===== config.mk =====
export PLATFORM = sky130hd
export DESIGN_NAME = decoder_nto2n_scan
export DESIGN_NICKNAME = d
export VERILOG_FILES = /design/src/rtl/decoder_nto2n_scan_pkg.sv /design/src/rtl/dec_onehot.sv /design/src/rtl/decoder_nto2n_scan.sv
export SDC_FILE = /design/constraint.sdc
export NUM_CORES = 1
export LEC_CHECK = 0
export ABC_AREA = 1
export CAP_MARGIN = 15
export CORE_MARGIN = 2
export CORE_UTILIZATION = 37
export CTS_BUF_LIST = sky130_fd_sc_hd__clkbuf_16
export CTS_CLUSTER_SIZE = 28
export DETAILED_ROUTE_END_ITERATION = 12
export DONT_BUFFER_PORTS = 1
export PLACE_DENSITY = 0.58
export SETUP_SLACK_MARGIN = 0.15
export SLEW_MARGIN = 20
export SYNTH_ARGS = -nofsm -noshare
export SYNTH_HDL_FRONTEND = slang
export SYNTH_SLANG_ARGS = --single-unit
export TNS_END_PERCENT = 1

===== constraint.sdc =====
create_clock -name clk -period 2.27 [get_ports clk]
set_clock_uncertainty 0.1 [all_clocks]
set_input_delay 0.3405 -clock clk [delete_from_list [all_inputs] [get_ports clk]]
set_output_delay 0.3405 -clock clk [all_outputs]
set_load 0.03 [all_outputs]

===== src/rtl/decoder_nto2n_scan_pkg.sv =====
// Shared mode and FSM state encodings for the scanning N-to-2^N decoder.
// Pure definitions; no latency, no flow control.
package decoder_pkg;

  localparam logic [1:0] MODE_DIRECT  = 2'b00;
  localparam logic [1:0] MODE_SCAN_UP = 2'b01;
  localparam logic [1:0] MODE_SCAN_DN = 2'b10;
  localparam logic [1:0] MODE_HOLD    = 2'b11;

  typedef enum logic [2:0] {
    ST_OFF     = 3'd0,
    ST_DIRECT  = 3'd1,
    ST_SCAN_UP = 3'd2,
    ST_SCAN_DN = 3'd3,
    ST_HOLD    = 3'd4
  } state_t;

  function automatic state_t mode_to_state(input logic [1:0] m);
    state_t s;
    case (m)
      MODE_DIRECT:  s = ST_DIRECT;
      MODE_SCAN_UP: s = ST_SCAN_UP;
      MODE_SCAN_DN: s = ST_SCAN_DN;
      default:      s = ST_HOLD;
    endcase
    return s;
  endfunction

endpackage


===== src/rtl/dec_onehot.sv =====
// Combinational SEL_W -> 2**SEL_W one-hot decoder with enable; zero latency.
// No flow control; all-zero output while i_en is low.
module dec_onehot #(
  parameter int SEL_W = 3
) (
  input  logic [SEL_W-1:0]      i_sel,
  input  logic                  i_en,
  output logic [2**SEL_W-1:0]   o_onehot
);

  always_comb begin
    o_onehot = '0;
    if (i_en) begin
      o_onehot[i_sel] = 1'b1;
    end
  end

endmodule


===== src/rtl/decoder_nto2n_scan.sv =====
// Registered one-hot decoder with direct-select and walking-one scan modes (programmable dwell).
// All outputs registered, 1 clk from inputs; no backpressure, a new decision every edge.
module decoder_nto2n_scan
  import decoder_pkg::*;
#(
  parameter int  SEL_W   = 3,
  parameter int  DWELL_W = 4,
  localparam int OUT_W   = 2 ** SEL_W
) (
  input  logic               clk,
  input  logic               rst_n,
  input  logic               en,
  input  logic [1:0]         mode,
  input  logic [SEL_W-1:0]   sel,
  input  logic               load,
  input  logic [DWELL_W-1:0] dwell,
  output logic [OUT_W-1:0]   out,
  output logic [SEL_W-1:0]   idx,
  output logic               wrap,
  output logic               active
);

  state_t             r_state;
  state_t             w_nxt_state;
  state_t             r_resume_st;
  logic [SEL_W-1:0]   r_idx;
  logic [SEL_W-1:0]   w_idx_nxt;
  logic [DWELL_W-1:0] r_cnt;
  logic [DWELL_W-1:0] w_cnt_nxt;
  logic [OUT_W-1:0]   r_out;
  logic [OUT_W-1:0]   w_onehot;
  logic               r_wrap;
  logic               w_wrap_nxt;
  logic               r_active;
  logic               w_keep_cnt;

  // r_resume_st remembers the state that was running before HOLD was entered.
  always_ff @(posedge clk or negedge rst_n) begin
    if (!rst_n) begin
      r_state     <= ST_OFF;
      r_resume_st <= ST_OFF;
    end else begin
      r_state <= w_nxt_state;
      if (r_state != ST_HOLD) begin
        r_resume_st <= r_state;
      end
    end
  end

  always_comb begin
    w_nxt_state = ST_OFF;
    if (en) begin
      w_nxt_state = mode_to_state(mode);
    end
  end

  // The dwell count survives staying put, entering HOLD, and returning from HOLD to the same scan.
  always_comb begin
    w_idx_nxt  = r_idx;
    w_cnt_nxt  = r_cnt;
    w_wrap_nxt = 1'b0;
    w_keep_cnt = (w_nxt_state == r_state) ||
                 (w_nxt_state == ST_HOLD) ||
                 ((r_state == ST_HOLD) && (w_nxt_state == r_resume_st));
    case (w_nxt_state)
      ST_DIRECT: begin
        w_idx_nxt = sel;
        w_cnt_nxt = '0;
      end
      ST_SCAN_UP, ST_SCAN_DN: begin
        if (load) begin
          w_idx_nxt = sel;
          w_cnt_nxt = '0;
        end else if (!w_keep_cnt) begin
          w_cnt_nxt = '0;
        end else if (r_cnt >= dwell) begin
          w_cnt_nxt = '0;
          if (w_nxt_state == ST_SCAN_UP) begin
            w_idx_nxt  = r_idx + SEL_W'(1);
            w_wrap_nxt = &r_idx;
          end else begin
            w_idx_nxt  = r_idx - SEL_W'(1);
            w_wrap_nxt = ~|r_idx;
          end
        end else begin
          w_cnt_nxt = r_cnt + DWELL_W'(1);
        end
      end
      ST_HOLD: begin
        w_cnt_nxt = r_cnt;
      end
      default: begin
        w_cnt_nxt = '0;
      end
    endcase
  end

  dec_onehot #(
    .SEL_W (SEL_W)
  ) u_dec (
    .i_sel    (w_idx_nxt),
    .i_en     (en),
    .o_onehot (w_onehot)
  );

  always_ff @(posedge clk or negedge rst_n) begin
    if (!rst_n) begin
      r_idx    <= '0;
      r_cnt    <= '0;
      r_out    <= '0;
      r_wrap   <= 1'b0;
      r_active <= 1'b0;
    end else begin
      r_idx    <= w_idx_nxt;
      r_cnt    <= w_cnt_nxt;
      r_out    <= w_onehot;
      r_wrap   <= w_wrap_nxt;
      r_active <= en;
    end
  end

  assign out    = r_out;
  assign idx    = r_idx;
  assign wrap   = r_wrap;
  assign active = r_active;

endmodule

==> impl_summary.md, run 1 <==
Run status
The flow ran to the end, and the final reports show no timing, DRC or antenna violations.

Logic synthesis
The count of warnings emitted by yosys is 0. For this run, the leading register cell type out of synthesis is dfrtp_1. The mapped netlist covers 1380 um2.

The portion of the post-synthesis area used by sequential elements is 41.8%. The synthesized flop and latch total is 23. In this run, synthesis inferred 0 flip-flops with an integrated enable. The mean instance size in the synthesized netlist is 7.86 um2. The top cell type's share of synthesized area is 41.8%. In the synthesized netlist, the cells that appear most often are 40 x nand2_1, 30 x inv_1, 23 x dfrtp_1. Counting distinct cell types in the post-synthesis netlist gives 28. The most used standard cell by instance count after synthesis is nand2_1.

The number of standard cells after synthesis is 175. In the post-synthesis netlist, the biggest area contributors are dfrtp_1 42%, nand2_1 11%, inv_1 8.2%. The async set-reset flop share out of synthesis is 100%.

Synthesis produced a netlist with a net count of 195. dfrtp_1 takes more of the synthesized area than any other cell.

Timing
The count of final max-slew check failures is 0. The transition time at the pin with the least slew margin is 519 ps. The number of setup violations in the final report is 0. The final number of hold-violating endpoints was 0. The sum of negative setup slack is 0 ps. The highest achievable clock rate is 0.510 GHz. Setup repair after global routing left no endpoint under its margin. Of the available clock period, the critical path in the final layout requires 86.4%. The final worst slack is 309 ps.

The headroom to the max-slew limit is 65.4%. Final hold analysis gives a worst-case slack of 11.0 ps. The worst path needs 1960 ps of the cycle, external delays included.

Worst setup path
In this run the critical register-to-register path is captured at out[1]$_DFF_PN0_. The slowest stage of the critical path is the dfrtp_2 cell. Grouping stages by cell kind, the critical path spends the most delay in simple AND/OR/NAND/NOR gates. The worst setup path is captured at a flip-flop. Counting stages on the worst path, the most repeated cell is nand2_1. For the worst setup path, the data required time is 2350 ps. Setup slack on the worst reg-to-reg path comes out at 310 ps. The signal on the critical path passes through ha_4 -> nand2_1 -> nand2_1 -> nand2_2 -> nand3_4 -> inv_2 -> nor2_4 -> nand2_1 -> nand2_1 -> nand3_2 -> a21oi_2 -> nand2_1 -> nor2_1. The startpoint of the worst-slack reg-to-reg timing path is r_cnt[1]$_DFFE_PN0N_. Together, buffers and inverters on the worst path number 1. The worst setup path is of the reg2reg kind. STA classifies the critical path startpoint as a flip-flop. The depth of the worst register-to-register path is 13. For the worst setup path, the data arrival time is 2040 ps. The peak per-stage delay on the critical path is 440 ps. In this run the worst path has a maximum fanout of 5.

Global routing
The residual overflow from global routing is 0. The pin count of the biggest net entering global routing is 24. The number of global-route vias before repair is 1,137. The number of antenna violations at the first check in global routing is 0. The global-route wire length before repair is 4920 um. Global routing used 14.7% of the available tracks.

Clocking
The number of clock buffers inserted by TritonCTS is 3. The CTS H-tree depth is 1. The clock tree from TritonCTS is done. The tree built by TritonCTS fans out to 23 sinks. The number of buffers between clock root and the deepest sink is 2. Clock latency on the worst-skew pair, taken at its later pin, is 250 ps. Clock-pin slew was measured on the worst setup and hold paths at 60 ps. The cell sitting at the root of the clock tree is a clkbuf_16.

Drt
The total number of vias is 1,164. For this run, design rule violations remaining after detail routing come to 0. The sum of routed wire length over all layers is 2990 um. In this run the remaining antenna-violating nets after routing total 0.

The per-cell via count in the routed design is 5.00. Dividing the detail-routed wire length by the instance count gives 12.8 um. The first routing iteration left 42 violations. The number of search-and-repair iterations in the first detailed-routing pass is 4.

Die
The number of I/O pins is 26. The total die area is 4220 um2. The floorplan step defined a core boundary enclosing 3610 um2.

In this run the core area contains 22 standard-cell rows. The width of the chip is 65.0 um. The initial cell density of the core is 38.2%.

From bottom edge to top edge, the die measures 65.0 um.

Power and ir drop
The highest ir drop seen on vdd is 0.000347 V. For this design the static power due to leakage is 0.000836 uW. The power per cell area is 727 nW/um2.

Min path
The number of cells on the worst hold path is 0. The class of the tightest hold or removal check is in2reg. The worst min-delay path startpoint is en. For hold timing, the worst endpoint is active$_DFF_PN0_.

Place
Detailed placement finished with a half-perimeter wire length of 2270 um. Before CTS, the worst setup slack after placement is 60.8 ps. At the end of routability-driven placement, the weighted congestion stood at 0.882. The count of input and output buffers is 0.

Final layout
0 antenna diodes ended up in the layout. The final core utilization is 45.2%. The area added between synthesis and finish is 18.5%. In the final layout, the share of cells above drive strength 1 is 24.3%. The post-layout net count is 206.

Run
The count of maximum capacitance violations is 0.
==> registers in the layout, summed over array words and instances, names as in the netlist <==
name	flops
r_state	3
active	1
wrap	1
r_cnt	4
out	8
idx	3
r_resume_st	3
==> routing by layer <==
metal	track usage (%)	routed length (um)
met3	2.26	147
met4	4.52	11
met2	25.3	1510
met5	0	0
met1	19.1	1320
==> through the flow <==
| step | cell area, um2 | power, uW | std cells |
|---|---|---|---|
| final | 1630 | 1180 | 233 |
| after global placement | 1450 | 780 | 224 |
| after floorplan | 1390 | 727 | 175 |
| after CTS | 1550 | 1190 | 229 |
| after global routing | 1630 | 1250 | 233 |
| after detailed placement | 1450 | 787 | 224 |
==> logic make-up after synthesis <==
| logic type | synth area share [%] |
|---|---|
| fa+ha+maj | 6.91 |
| simple gates | 32.9 |
| buf+inv | 9.64 |
| compound gates | 8.09 |
| flops | 41.8 |
| xor+xnor | 0.636 |
==> final cells by class <==
type / instances / area, um2
fill: 360 / 1980
multi-input combinational: 119 / 739
sequential: 23 / 577
inverter: 32 / 121
clock buffer: 3 / 75.1
tap: 48 / 60.1
timing repair buffer: 7 / 52.6
clock inverter: 1 / 5.00
==> how the worst max path moves through the flow <==
stage | endpoint | slack (ps) | startpoint | cells past startpoint
after floorplan | out[6]$_DFF_PN0_ | 200 | mode[0] | 16
after global placement | out[1]$_DFF_PN0_ | 80 | mode[0] | 15
after detailed placement | out[1]$_DFF_PN0_ | 60 | mode[0] | 15
after CTS | out[1]$_DFF_PN0_ | 250 | r_cnt[2]$_DFFE_PN0N_ | 13
after global routing | out[1]$_DFF_PN0_ | 150 | r_cnt[1]$_DFFE_PN0N_ | 13
final | out[1]$_DFF_PN0_ | 310 | r_cnt[1]$_DFFE_PN0N_ | 13
==> repair_timing <==
| item | 4_1_cts | 5_1_grt |
|---|---|---|
| endpoints found under the setup margin | 4 | 8 |
| setup buffers | 0 | 3 |
| hold buffers | 1 | 1 |
| resized for setup | 1 | 12 |
| endpoints found under the hold margin | 23 | 23 |
| gates cloned | 0 | 0 |
| pin swaps | 0 | 5 |
==> where the power goes <==
part | leakage, uW | total, uW | internal, uW | switching [uW]
registers | 0.000305 | 509 | 445 | 64.1
logic | 0.000490 | 297 | 101 | 196
clock network | 0.0000409 | 378 | 237 | 142
==> placed cells by master (no fill, tap or decap) <==
| master | instances |
|---|---|
| a21oi_1 | 2 |
| a21oi_2 | 3 |
| a22o_1 | 1 |
| a31oi_1 | 2 |
| buf_2 | 1 |
| buf_4 | 5 |
| clkbuf_16 | 3 |
| clkinv_2 | 2 |
| dfrtp_1 | 22 |
| dfrtp_2 | 1 |
| dlygate4sd3_1 | 1 |
| fa_2 | 1 |
| ha_1 | 3 |
| ha_4 | 3 |
| inv_1 | 28 |
| inv_2 | 3 |
| nand2_1 | 38 |
| nand2_2 | 10 |
| nand2_4 | 1 |
| nand3_1 | 13 |
| nand3_2 | 6 |
| nand3_4 | 1 |
| nand4_1 | 1 |
| nor2_1 | 17 |
| nor2_2 | 2 |
| nor2_4 | 2 |
| nor3_2 | 1 |
| nor4_1 | 1 |
| o21a_1 | 1 |
| o21ai_0 | 6 |
| o21ai_1 | 1 |
| o22ai_1 | 1 |
| o41ai_1 | 1 |
| xnor2_1 | 1 |
Note: power is estimated with default switching activity, not from simulation.
==> run 2: changes to the inputs <==
- GPL_TIMING_DRIVEN: unset -> 0
- SLEW_MARGIN: 20 -> 40
==> run 2 against run 1 <==
Effect of this change: cell count increased by 1.7%; sequential power increased by 6.9%; non-clock buffer count increased by 4; global-route usage increased by 0.16 points; via count decreased by 2.3%; combinational power decreased by 10%; hold slack improved by 2.5 ps; clock power about the same; critical endpoint is now out[2]$_DFF_PN0_.
==> impl_summary.md, run 2 (same netlist as run 1, synthesis figures left out) <==
Timing
The transition time at the pin with the least slew margin is 515 ps (-3.90 ps). The headroom to the max-slew limit was 65.7% (+0.26 points). Setup repair after global routing left no endpoint under its margin. The number of setup violations in the final report was 0 (unchanged). The highest achievable clock rate is 0.491 GHz (-3.8%).

The count of final max-slew check failures was 0 (unchanged). The minimum period implied by the final worst setup slack is 2040 ps (+78.0 ps). The final worst slack came to 231 ps (-78.0 ps). The post-route clock period utilization is 89.8% (+3.4 points).

The sum of negative setup slack came to 0 ps (unchanged). The final number of hold-violating endpoints is 0 (unchanged).

Final layout
The fraction of final layout cells sized beyond drive strength 1 is 25.4% (+1.1 points). The post-route standard cell area excluding fillers is 1650 um2 (+1.2%). The number of cells in the finished layout apart from fillers is 237 (+1.7%). The library cell used most frequently in the layout, excluding fill and tap cells, is nand2_1. Leaving out fill and tap cells, the most frequent cells in the layout are 39 x nand2_1, 27 x inv_1, 21 x dfrtp_1. The post-layout net count is 210 (+1.9%). From synthesis to final layout, the design area changed by 19.8%. The count of filler cells inserted in the layout is 344 (-4.4%).

The number of inserted diodes is 0 (unchanged). The flip-flop count of the largest register, all copies and words added is 8 (unchanged).

Global routing
The number of global-route vias before repair came to 1,119 (-1.6%). The overall routing resource usage is 14.9% (+0.16 points). The global-route wire length before repair is 4890 um (-0.55%). The pin count of the biggest net entering global routing is 24 (unchanged).

The residual overflow from global routing was 0 (unchanged). The number of antenna violations at the first check in global routing is 0 (unchanged).

Min path
The min-delay analysis places its worst path in the category in2reg.

Die
The total die area is 4220 um2 (unchanged). The initial cell density of the core is 38.2% (unchanged). The die extent in y is 65.0 um (unchanged). The count of standard-cell rows is 22 (unchanged). The core outline area is 3610 um2 (unchanged). The width of the chip was 65.0 um (unchanged). The number of I/O pins is 26 (unchanged).

Clocking
The number of buffers between clock root and the deepest sink is 2 (unchanged). TritonCTS built the clock tree. The number of clock sinks is 23 (unchanged).

The clock latency reported for the late side of the worst-skew pair was 250 ps (about the same). The number of clock buffers inserted by TritonCTS is 3 (unchanged). The clock tree root driver cell is clkbuf_16. The register clock-pin slew on the reported worst setup and hold paths was 60 ps (about the same). The CTS H-tree depth is 1 (unchanged).

Run status
The flow ran to the end, and the final reports show no timing, DRC or antenna violations.

Worst setup path
The worst endpoint data arrival time is 2080 ps (+40 ps). The kind of start point of the critical path is a primary input. The worst setup path is of the in2reg kind. STA classifies the critical path endpoint as a flip-flop. The largest fanout on the critical path came to 7 (+2). The data required time of the critical path came to 2310 ps (-40 ps).

Power and ir drop
The highest ir drop seen on vdd is 0.000569 V (+64%). The power per cell area is 720 nW/um2 (-0.85%). The static leakage was 0.000853 uW (+2.1%).

Drt
The per-cell via count in the routed design is 4.80 (-4.0%). The detailed-route wire length per cell is 12.5 um (-2.3%). The number of search-and-repair iterations in the first detailed-routing pass came to 4 (unchanged). The total number of vias is 1,137 (-2.3%). The number of DRC markers after the initial detailed-route iteration is 42 (unchanged). The number of design rule violations left after detail routing is 0 (unchanged). The post-route antenna net violation count was 0 (unchanged). The sum of routed wire length over all layers is 2970 um (-0.67%).

Run
The count of maximum capacitance violations is 0 (unchanged).

Place
The pre-CTS setup slack is 0.513 ps (-60.3 ps). The number of cells in the design after placement was 223 (-0.45%). The half-perimeter wire length after placement came to 2180 um (-4.0%). The post-detailed-placement cell area was 1450 um2 (-0.26%). The count of input and output buffers is 0 (unchanged). The placer congestion estimate is 0.849 (-3.7%).
[run 2: repair_timing]
item	CTS	global route
setup buffers	0	8
hold buffers	1	1
setup endpoints to repair	8	9
pin swaps	0	9
resized for setup	2	11
hold endpoints to repair	23	23
cloned	0	0
[run 2: path summary, 6_finish.rpt]
kind | start | end | slack (ps) | cells after the start
setup / recovery | mode[0] | out[2]$_DFF_PN0_ | 230 | 15
hold / removal | en | active$_DFF_PN0_ | 10 | 0
setup reg to reg | idx[0]$_DFF_PN0_ | out[2]$_DFF_PN0_ | 260 | 11
hold reg to reg | r_state[0]$_DFF_PN0_ | r_resume_st[0]$_DFFE_PN0N_ | 430 | 2
max in group asynchronous | rst_n | idx[1]$_DFF_PN0_ | 1200 | 2
min in group asynchronous | rst_n | r_resume_st[2]$_DFFE_PN0N_ | 500 | 2
[run 2: where the power goes]
part	switching (uW)	internal, uW
Sequential	97.0	447
Combinational	167	101
Clock	140	237
Total	404	784
[run 2: area by class of cell]
| class | instances | area, um2 | area share (%) |
|---|---|---|---|
| Buffer | 1 | 11.3 | 0.683 |
| Multi-Input combinational cell | 119 | 721 | 43.7 |
| Clock buffer | 3 | 75.1 | 4.55 |
| Inverter | 32 | 124 | 7.51 |
| Clock inverter | 1 | 5.00 | 0.303 |
| Timing Repair Buffer | 10 | 75.1 | 4.55 |
| Sequential cell | 23 | 578 | 35.1 |
| Tap cell | 48 | 60.1 | 3.64 |
[run 2: stage by stage]
stage	total power [uW]	utilization [%]	hold WS (ps)
after floorplan	727	-	-55.1
after global placement	768	40.2	-54.2
after detailed placement	775	40.2	-54.2
after CTS	1170	42.7	7.91
after global routing	1260	45.7	4.12
final	1190	45.7	13.5
[run 2: worst max-delay path: stages]
cell and delay, ps:
ha_4 250, nand2_4 90, nor2_4 50, nand2_2 70
inv_1 60, fa_2 550, nand2_1 50, o21ai_0 90
nand2_1 70, nand2_1 60, nand2_1 70, nand2_1 80
nand3_2 90, nand2_1 110, nor2_1 50
[run 2: layer usage]
metal	share of wire [%]	wire [um]	GRT usage (%)
met4	0.47	14	3.19
met2	50	1480	26.0
met3	6.0	178	4.51
met1	44	1300	18.0
met5	0	0	0
==> run 3: changes to the inputs <==
- CTS_CLUSTER_SIZE: 28 -> unset
- GPL_TIMING_DRIVEN: 0 -> unset
==> results of run 3 <==
The final DEF is identical to that of run 1; final timing and power are the same.
